## config.mk

```make
export PLATFORM = sky130hd
export DESIGN_NAME = seq_addsub
export DESIGN_NICKNAME = d
export VERILOG_FILES = /design/src/rtl/seq_addsub.sv
export SDC_FILE = /design/constraint.sdc
export NUM_CORES = 1
export LEC_CHECK = 0
export ABC_AREA = 1
export CAP_MARGIN = 15
export CORE_MARGIN = 5
export CORE_UTILIZATION = 35
export CTS_CLUSTER_DIAMETER = 60
export DETAILED_ROUTE_END_ITERATION = 16
export HOLD_SLACK_MARGIN = 0.12
export PLACE_DENSITY_LB_ADDON = 0.12
export SLEW_MARGIN = 30
export SYNTH_ARGS = -nofsm -noshare
export SYNTH_HDL_FRONTEND = slang
export SYNTH_SLANG_ARGS = --single-unit
export TNS_END_PERCENT = 30
```

## constraint.sdc

```tcl
create_clock -name clk -period 1.5 [get_ports clk]
set_input_delay 0.45 -clock clk [delete_from_list [all_inputs] [get_ports clk]]
set_output_delay 0.45 -clock clk [all_outputs]
set_load 0.1 [all_outputs]
```

## src/rtl/seq_addsub.sv

```systemverilog
// seq_addsub: digit-serial adder/subtractor with valid/ready handshakes.
// Operands are accepted in IDLE, consumed DIGIT bits per clock in RUN
// (LSB digit first), and the result is presented in DONE until taken.
// Subtraction is carried out as a + ~b + ~cin, so cout=1 means no borrow.

// Protocol checker: output-side handshake properties of seq_addsub.
module seq_addsub_chk #(
  parameter int WIDTH = 8
) (
  input logic             clk,
  input logic             rst,
  input logic             in_ready,
  input logic             out_valid,
  input logic             out_ready,
  input logic [WIDTH-1:0] sum,
  input logic             cout,
  input logic             ovf
);

  // The block never offers to accept while it is presenting a result.
  a_no_overlap: assert property (@(posedge clk) disable iff (rst)
    !(in_ready && out_valid));

  // A result that is not taken stays presented and unchanged.
  a_hold_result: assert property (@(posedge clk) disable iff (rst)
    (out_valid && !out_ready) |=> (out_valid && $stable(sum) && $stable(cout) && $stable(ovf)));

endmodule

module seq_addsub #(
  parameter int WIDTH = 8,
  parameter int DIGIT = 2
) (
  input  logic             clk,
  input  logic             rst,
  input  logic             in_valid,
  output logic             in_ready,
  input  logic [WIDTH-1:0] a,
  input  logic [WIDTH-1:0] b,
  input  logic             sub,
  input  logic             cin,
  output logic             out_valid,
  input  logic             out_ready,
  output logic [WIDTH-1:0] sum,
  output logic             cout,
  output logic             ovf
);

  localparam int NDIG = WIDTH / DIGIT;
  localparam int CW   = (NDIG > 1) ? $clog2(NDIG) : 1;
  localparam logic [CW-1:0] LAST_CNT = CW'(NDIG - 1);

  // Reject parameter sets the datapath cannot represent.
  if (WIDTH < 2 || DIGIT < 1 || (WIDTH % DIGIT) != 0) begin : g_bad_param
    $error("seq_addsub: WIDTH must be >= 2 and a multiple of DIGIT");
  end

  typedef enum logic [1:0] {
    IDLE = 2'd0,
    RUN  = 2'd1,
    DONE = 2'd2
  } state_t;

  // One DIGIT-bit ripple of full-adder cells.
  // Returns {carry into the slice MSB, carry out of the slice, slice sum}.
  function automatic logic [DIGIT+1:0] slice_add(
    input logic [DIGIT-1:0] x,
    input logic [DIGIT-1:0] y,
    input logic             ci
  );
    logic [DIGIT:0]   c;
    logic [DIGIT-1:0] s;
    c[0] = ci;
    for (int i = 0; i < DIGIT; i++) begin
      s[i]   = x[i] ^ y[i] ^ c[i];
      c[i+1] = (x[i] & y[i]) | (c[i] & (x[i] ^ y[i]));
    end
    return {c[DIGIT-1], c[DIGIT], s};
  endfunction

  state_t           state_r;
  state_t           state_s;
  logic [WIDTH-1:0] a_r;
  logic [WIDTH-1:0] b_r;
  logic [WIDTH-1:0] work_r;
  logic             carry_r;
  logic [CW-1:0]    cnt_r;
  logic [WIDTH-1:0] sum_r;
  logic             cout_r;
  logic             ovf_r;
  logic             out_valid_r;
  logic             idle_r;

  logic [DIGIT+1:0] slice_s;
  logic [DIGIT-1:0] slice_sum_s;
  logic             slice_cout_s;
  logic             slice_cmsb_s;
  logic [WIDTH-1:0] work_next_s;
  logic             last_s;

  // Current digit slice and the result register after shifting it in at the MSB end.
  always_comb begin
    slice_s      = slice_add(a_r[DIGIT-1:0], b_r[DIGIT-1:0], carry_r);
    slice_sum_s  = slice_s[DIGIT-1:0];
    slice_cout_s = slice_s[DIGIT];
    slice_cmsb_s = slice_s[DIGIT+1];
    work_next_s  = (work_r >> DIGIT) | (WIDTH'(slice_sum_s) << (WIDTH - DIGIT));
    last_s       = (cnt_r == LAST_CNT);
  end

  // Next-state decode for the IDLE -> RUN -> DONE sequence.
  always_comb begin
    state_s = state_r;
    case (state_r)
      IDLE: begin
        if (in_valid) begin
          state_s = RUN;
        end else begin
          state_s = IDLE;
        end
      end
      RUN: begin
        if (last_s) begin
          state_s = DONE;
        end else begin
          state_s = RUN;
        end
      end
      DONE: begin
        if (out_ready) begin
          state_s = IDLE;
        end else begin
          state_s = DONE;
        end
      end
      default: begin
        state_s = IDLE;
      end
    endcase
  end

  // State register.
  always_ff @(posedge clk or posedge rst) begin
    if (rst) begin
      state_r <= IDLE;
    end else begin
      state_r <= state_s;
    end
  end

  // Operand capture and digit-serial datapath; result captured on the last digit.
  always_ff @(posedge clk or posedge rst) begin
    if (rst) begin
      a_r     <= '0;
      b_r     <= '0;
      work_r  <= '0;
      carry_r <= 1'b0;
      cnt_r   <= '0;
      sum_r   <= '0;
      cout_r  <= 1'b0;
      ovf_r   <= 1'b0;
    end else begin
      case (state_r)
        IDLE: begin
          if (in_valid) begin
            a_r     <= a;
            b_r     <= sub ? ~b : b;
            carry_r <= cin ^ sub;
            work_r  <= '0;
            cnt_r   <= '0;
          end
        end
        RUN: begin
          a_r     <= a_r >> DIGIT;
          b_r     <= b_r >> DIGIT;
          carry_r <= slice_cout_s;
          work_r  <= work_next_s;
          cnt_r   <= cnt_r + CW'(1);
          if (last_s) begin
            sum_r  <= work_next_s;
            cout_r <= slice_cout_s;
            ovf_r  <= slice_cmsb_s ^ slice_cout_s;
          end
        end
        DONE: begin
          cnt_r <= cnt_r;
        end
        default: begin
          cnt_r <= '0;
        end
      endcase
    end
  end

  // Registered handshake flags, decoded from the next state.
  always_ff @(posedge clk or posedge rst) begin
    if (rst) begin
      out_valid_r <= 1'b0;
      idle_r      <= 1'b1;
    end else begin
      out_valid_r <= (state_s == DONE);
      idle_r      <= (state_s == IDLE);
    end
  end

  // in_ready is forced low for as long as reset is held, and is live
  // immediately after release so the first edge can accept.
  assign in_ready  = idle_r & ~rst;
  assign out_valid = out_valid_r;
  assign sum       = sum_r;
  assign cout      = cout_r;
  assign ovf       = ovf_r;

  seq_addsub_chk #(.WIDTH(WIDTH)) u_chk (
    .clk       (clk),
    .rst       (rst),
    .in_ready  (in_ready),
    .out_valid (out_valid),
    .out_ready (out_ready),
    .sum       (sum),
    .cout      (cout),
    .ovf       (ovf)
  );

endmodule
```

* Word level (Yosys, flattened, before mapping)
Index checks and enable logic that the tools add are counted.
** Storage, ports and cells
- Logic and storage cells :: 55
- Output and inout bits :: 12
- Bits in registers :: 41
** Operators by class
- Reductions and logical operators :: 6
- Bitwise gates (word level) :: 17
- Add/subtract/negate cells :: 1
- Muxes and demuxes :: 15
- Eq/ne operators :: 5
** Operator list (number)
- case mux 8 bit (2 select lines) :: 3
- two-way mux 8 bit :: 4
- case mux 2 bit (3 select lines) :: 2
- inverter 8 bit :: 1
- OR 6 x 8 -> 8 bit :: 1
- equality test 2 bit, second input constant :: 3
- two-way mux 2 bit :: 3
- AND reduction 2 bit :: 3
- bitwise XOR 1 bit :: 6
- bitwise AND 1 bit :: 5
- logical NOT 2 bit :: 2
- adder 2 x 1 -> 2 bit, second input constant :: 1
- equality test 2 x 1 -> 1 bit, second input constant :: 1
- two-way mux 1 bit :: 2
- inequality test 2 bit, second input constant :: 1
- inverter 1 bit :: 2
- OR 1 bit :: 2
- case mux 1 bit (2 select lines) :: 1
- nonzero test 2 bit :: 1

* Depth between registers and ports, before layout
- Depth after elaboration :: 6
- Depth in mapped cells :: 6

* Worst setup path after synthesis
Ideal clock, no wire load.
- Kind :: reg2out
- Start point :: reg idle_r
- End point :: out in_ready
- Cell stages (with the launch flop) :: 3
- Path slack :: -0.731 ns
- Arrival :: 1.781 ns
- Data required time :: 1.050 ns
- Path buffers :: 0
- Cell sequence :: dfstp_2 > inv_1 > nor2_1
** Between the ends
- Longest elaborated chain between the ends :: 1
** Ends and longest elaborated chain
- start, declared :: line 92 : logic idle_r;
- start signal, assigned :: line 202 : idle_r <= (state_s == IDLE);
- bitwise AND 1 bit :: line 208 : assign in_ready = idle_r & ~rst;
- end, declared :: line 37 : output logic in_ready,
Every way passes these cells.

* Final worst setup path
Ends and elaborated chain as after synthesis.

==> flow_summary.json <==
{
  "fin_crit_ns": 1.569,
  "syn_area_per_cell_sq_um": 8.178,
  "die_h_um": 81.70,
  "clk_pin_slew_ns": 0.07,
  "slowest_stage": "dfstp_2",
  "seqPwrFrac_pct": 32.7,
  "cp.required_ns": 1.05,
  "cp-end-kind": "output port",
  "root_buffer": "clkbuf_8",
  "grt_pass1_vias": 1441,
  "die_w_um": 81.70,
  "period_share_pct": 104.6,
  "layout-drive-gt1-share_pct": 15.27,
  "avgViaCountPerCell": 4.506,
  "dp.cells": 324,
  "power.switching_mw": 2.502,
  "yosysSeqAreaShare_pct": 54.31,
  "synth_cell_types": 15,
  "slew_viol_final": 0,
  "ys_ff_latch": 39,
  "relSlewSlack_pct": 72.08,
  "fp.dieArea_sq_um": 6675,
  "violations": "setup timing",
  "place_ws_ns": -0.1836,
  "numCtsBuffers": 5,
  "layout_commonest_cell": "nand2_1",
  "drtIter0Drc": 57,
  "pin_count": 34,
  "finalPower_mw": 5.569,
  "start_util_pct": 35.68,
  "maxCapViolCount": 0,
  "ant_nets": 0,
  "grt_usage_pct": 13.06,
  "crit_buf_inv": 2,
  "rows": 26,
  "cts_tree": "done",
  "antenna_cells": 0,
  "p_per_area_nw_per_um2": 2209,
  "clock-sinks": 39,
  "fin_area_sq_um": 2521,
  "ir_worst_vdd_v": 0.0008367,
  "p_int_mw": 3.067,
  "port-buffer-count": 33,
  "gp_congestion": 0.7186,
  "syn_nets": 245,
  "grt_overflow": 0,
  "wl_um": 3782,
  "mostFrequentLayoutCells": "nand2_1 (97), nand3_1 (44), dfrtp_1 (38)",
  "final_cells": 332,
  "max_freq_mhz": 637.6,
  "startpoint_type": "register",
  "cp_top_family": "flip-flops",
  "fin_worst_skew_ns": 0.003590,
  "ys_warn_count": 0,
  "fin_nets": 286,
  "clock_path_buffers": 2,
  "drc": 0,
  "hold_violations": 0,
  "outcome": "finished with violations",
  "slowest_delay_ns": 0.53,
  "grt_max_degree": 40,
  "vias": 1496,
  "cp_cell_sequence": "inv_2 -> nor2_4 -> buf_12",
  "hold_slack_ns": 0.3911,
  "tightest_slew_ns": 0.4178,
  "synth.area.top_cells": "dfrtp_1 (53%), nand2_1 (20%), nand3_1 (12%)",
  "antenna_found_initial": 0,
  "core-area_sq_um": 5042,
  "clkPwrFrac_pct": 16.2,
  "htreeDepth": 2,
  "fill_cells": 506,
  "synthCells": 220,
  "netlist.area_leader.share_pct": 52.85,
  "setup_viol_count_final": 4,
  "power_leakage_nw": 1.300,
  "switching_share_pct": 44.93,
  "setup_ws_ns": -0.06850,
  "drt_pass1_iterations": 4,
  "dpl.hpwl_um": 2765,
  "synth.largest_area_cell": "dfrtp_1",
  "routedWlPerCell_um": 11.39,
  "cp_max_fo": 1,
  "cts_hold_buf": 0,
  "rsz0062_at_grt": "true",
  "combPwrFrac_pct": 51.1,
  "placedInstanceArea_sq_um": 2400,
  "syn2layout_area_growth_pct": 40.13,
  "cp.arrival_ns": 1.12,
  "clk_latency_ns": 0.29,
  "worst_hold_path_type": "in2async",
  "grt_first_pass_wirelength_um": 6644,
  "synthesis.area_sq_um": 1799,
  "crit_type": "reg2out"
}
[layer usage]
layer	vias up	wire length (um)	part of all wire, %	track usage [%]
met4	0	74	2.0	5.482
met5	-	0	0	0
met3	6	169	4.5	3.509
met1	689	1740	46	16.09
met2	29	1798	48	21.58
li1	772	-	-	-
[state kept, by name, summed over array words and instances (netlist names), 2 cells and up]
name,cells
cnt_r,2
sum,8
b_r,8
state_r,2
a_r,8
work_r,6
[stage by stage]
stage | utilization (%) | setup TNS (ns)
2_1_floorplan | - | -0.2145
3_3_place_gp | 47.59 | -0.8473
3_5_place_dp | 47.59 | -0.9419
4_1_cts | 50.00 | -0.2432
5_1_grt | 50.00 | -0.3731
6_report | 50.00 | -0.1986
[synth_stat cells]
library cell	instances
dfrtp_1	38
fa_1	2
nand2_1	97
dfstp_2	1
nor2_1	4
inv_1	13
o21ai_0	2
nor2_2	2
xor2_1	3
buf_2	9
buf_4	1
nand3b_1	1
ha_1	1
nand2_2	2
nand3_1	44
[power by group through the flow]
stage                     Clock (mW)  Sequential [mW]  Combinational, mW
after CTS                      0.936             1.83               2.89
final                          0.903             1.82               2.85
after floorplan                    0             2.58               1.08
after global placement             0             1.83               2.85
after detailed placement           0             1.84               2.87
after global routing           0.986             1.88               3.06
[repair_timing]
item,CTS,global route
setup endpoints to repair,6,4
buffers inserted,0,0
pin swaps,1,0
gates resized for setup,4,0
[final timing paths]
kind / from / end / slack, ns / cells after the start
hold / removal: rst / state_r[1] / 0.39 / 3
min in group clk: work_r[2] / sum[0] / 0.48 / 2
max in group asynchronous: rst / idle_r / 0.86 / 3
hold reg to reg: work_r[2] / sum[0] / 0.48 / 2
setup / recovery: idle_r / in_ready / -0.07 / 3
setup reg to reg: a_r[0] / ovf / -0.05 / 5
[cell families (layout without fill, tap and decap cells)]
group | count (synthesis) | after routing | synth area share, %
flops | 39 | 39 | 54.31
simple gates | 150 | 150 | 35.12
buf+inv | 23 | 65 | 5.633
xor+xnor | 3 | 3 | 1.461
fa+ha+maj | 3 | 3 | 2.921
compound gates | 2 | 2 | 0.5564
[worst min-delay path: cells and delay by family]
family | cells | cell delay [ns]
buffers and inverters | 3 | 0.59
[cell type report]
class                      instances  area, sq um  area share, %
tap                               70        87.58          3.474
sequential                        39        977.2          38.76
clock inverter                     2        35.03          1.390
clock buffer                       6        82.58          3.275
timing repair buffer              44        556.8          22.08
multi-input combinational        158        733.2          29.08
inverter                          13        48.80          1.935
(Power assumes the default switching activity.)
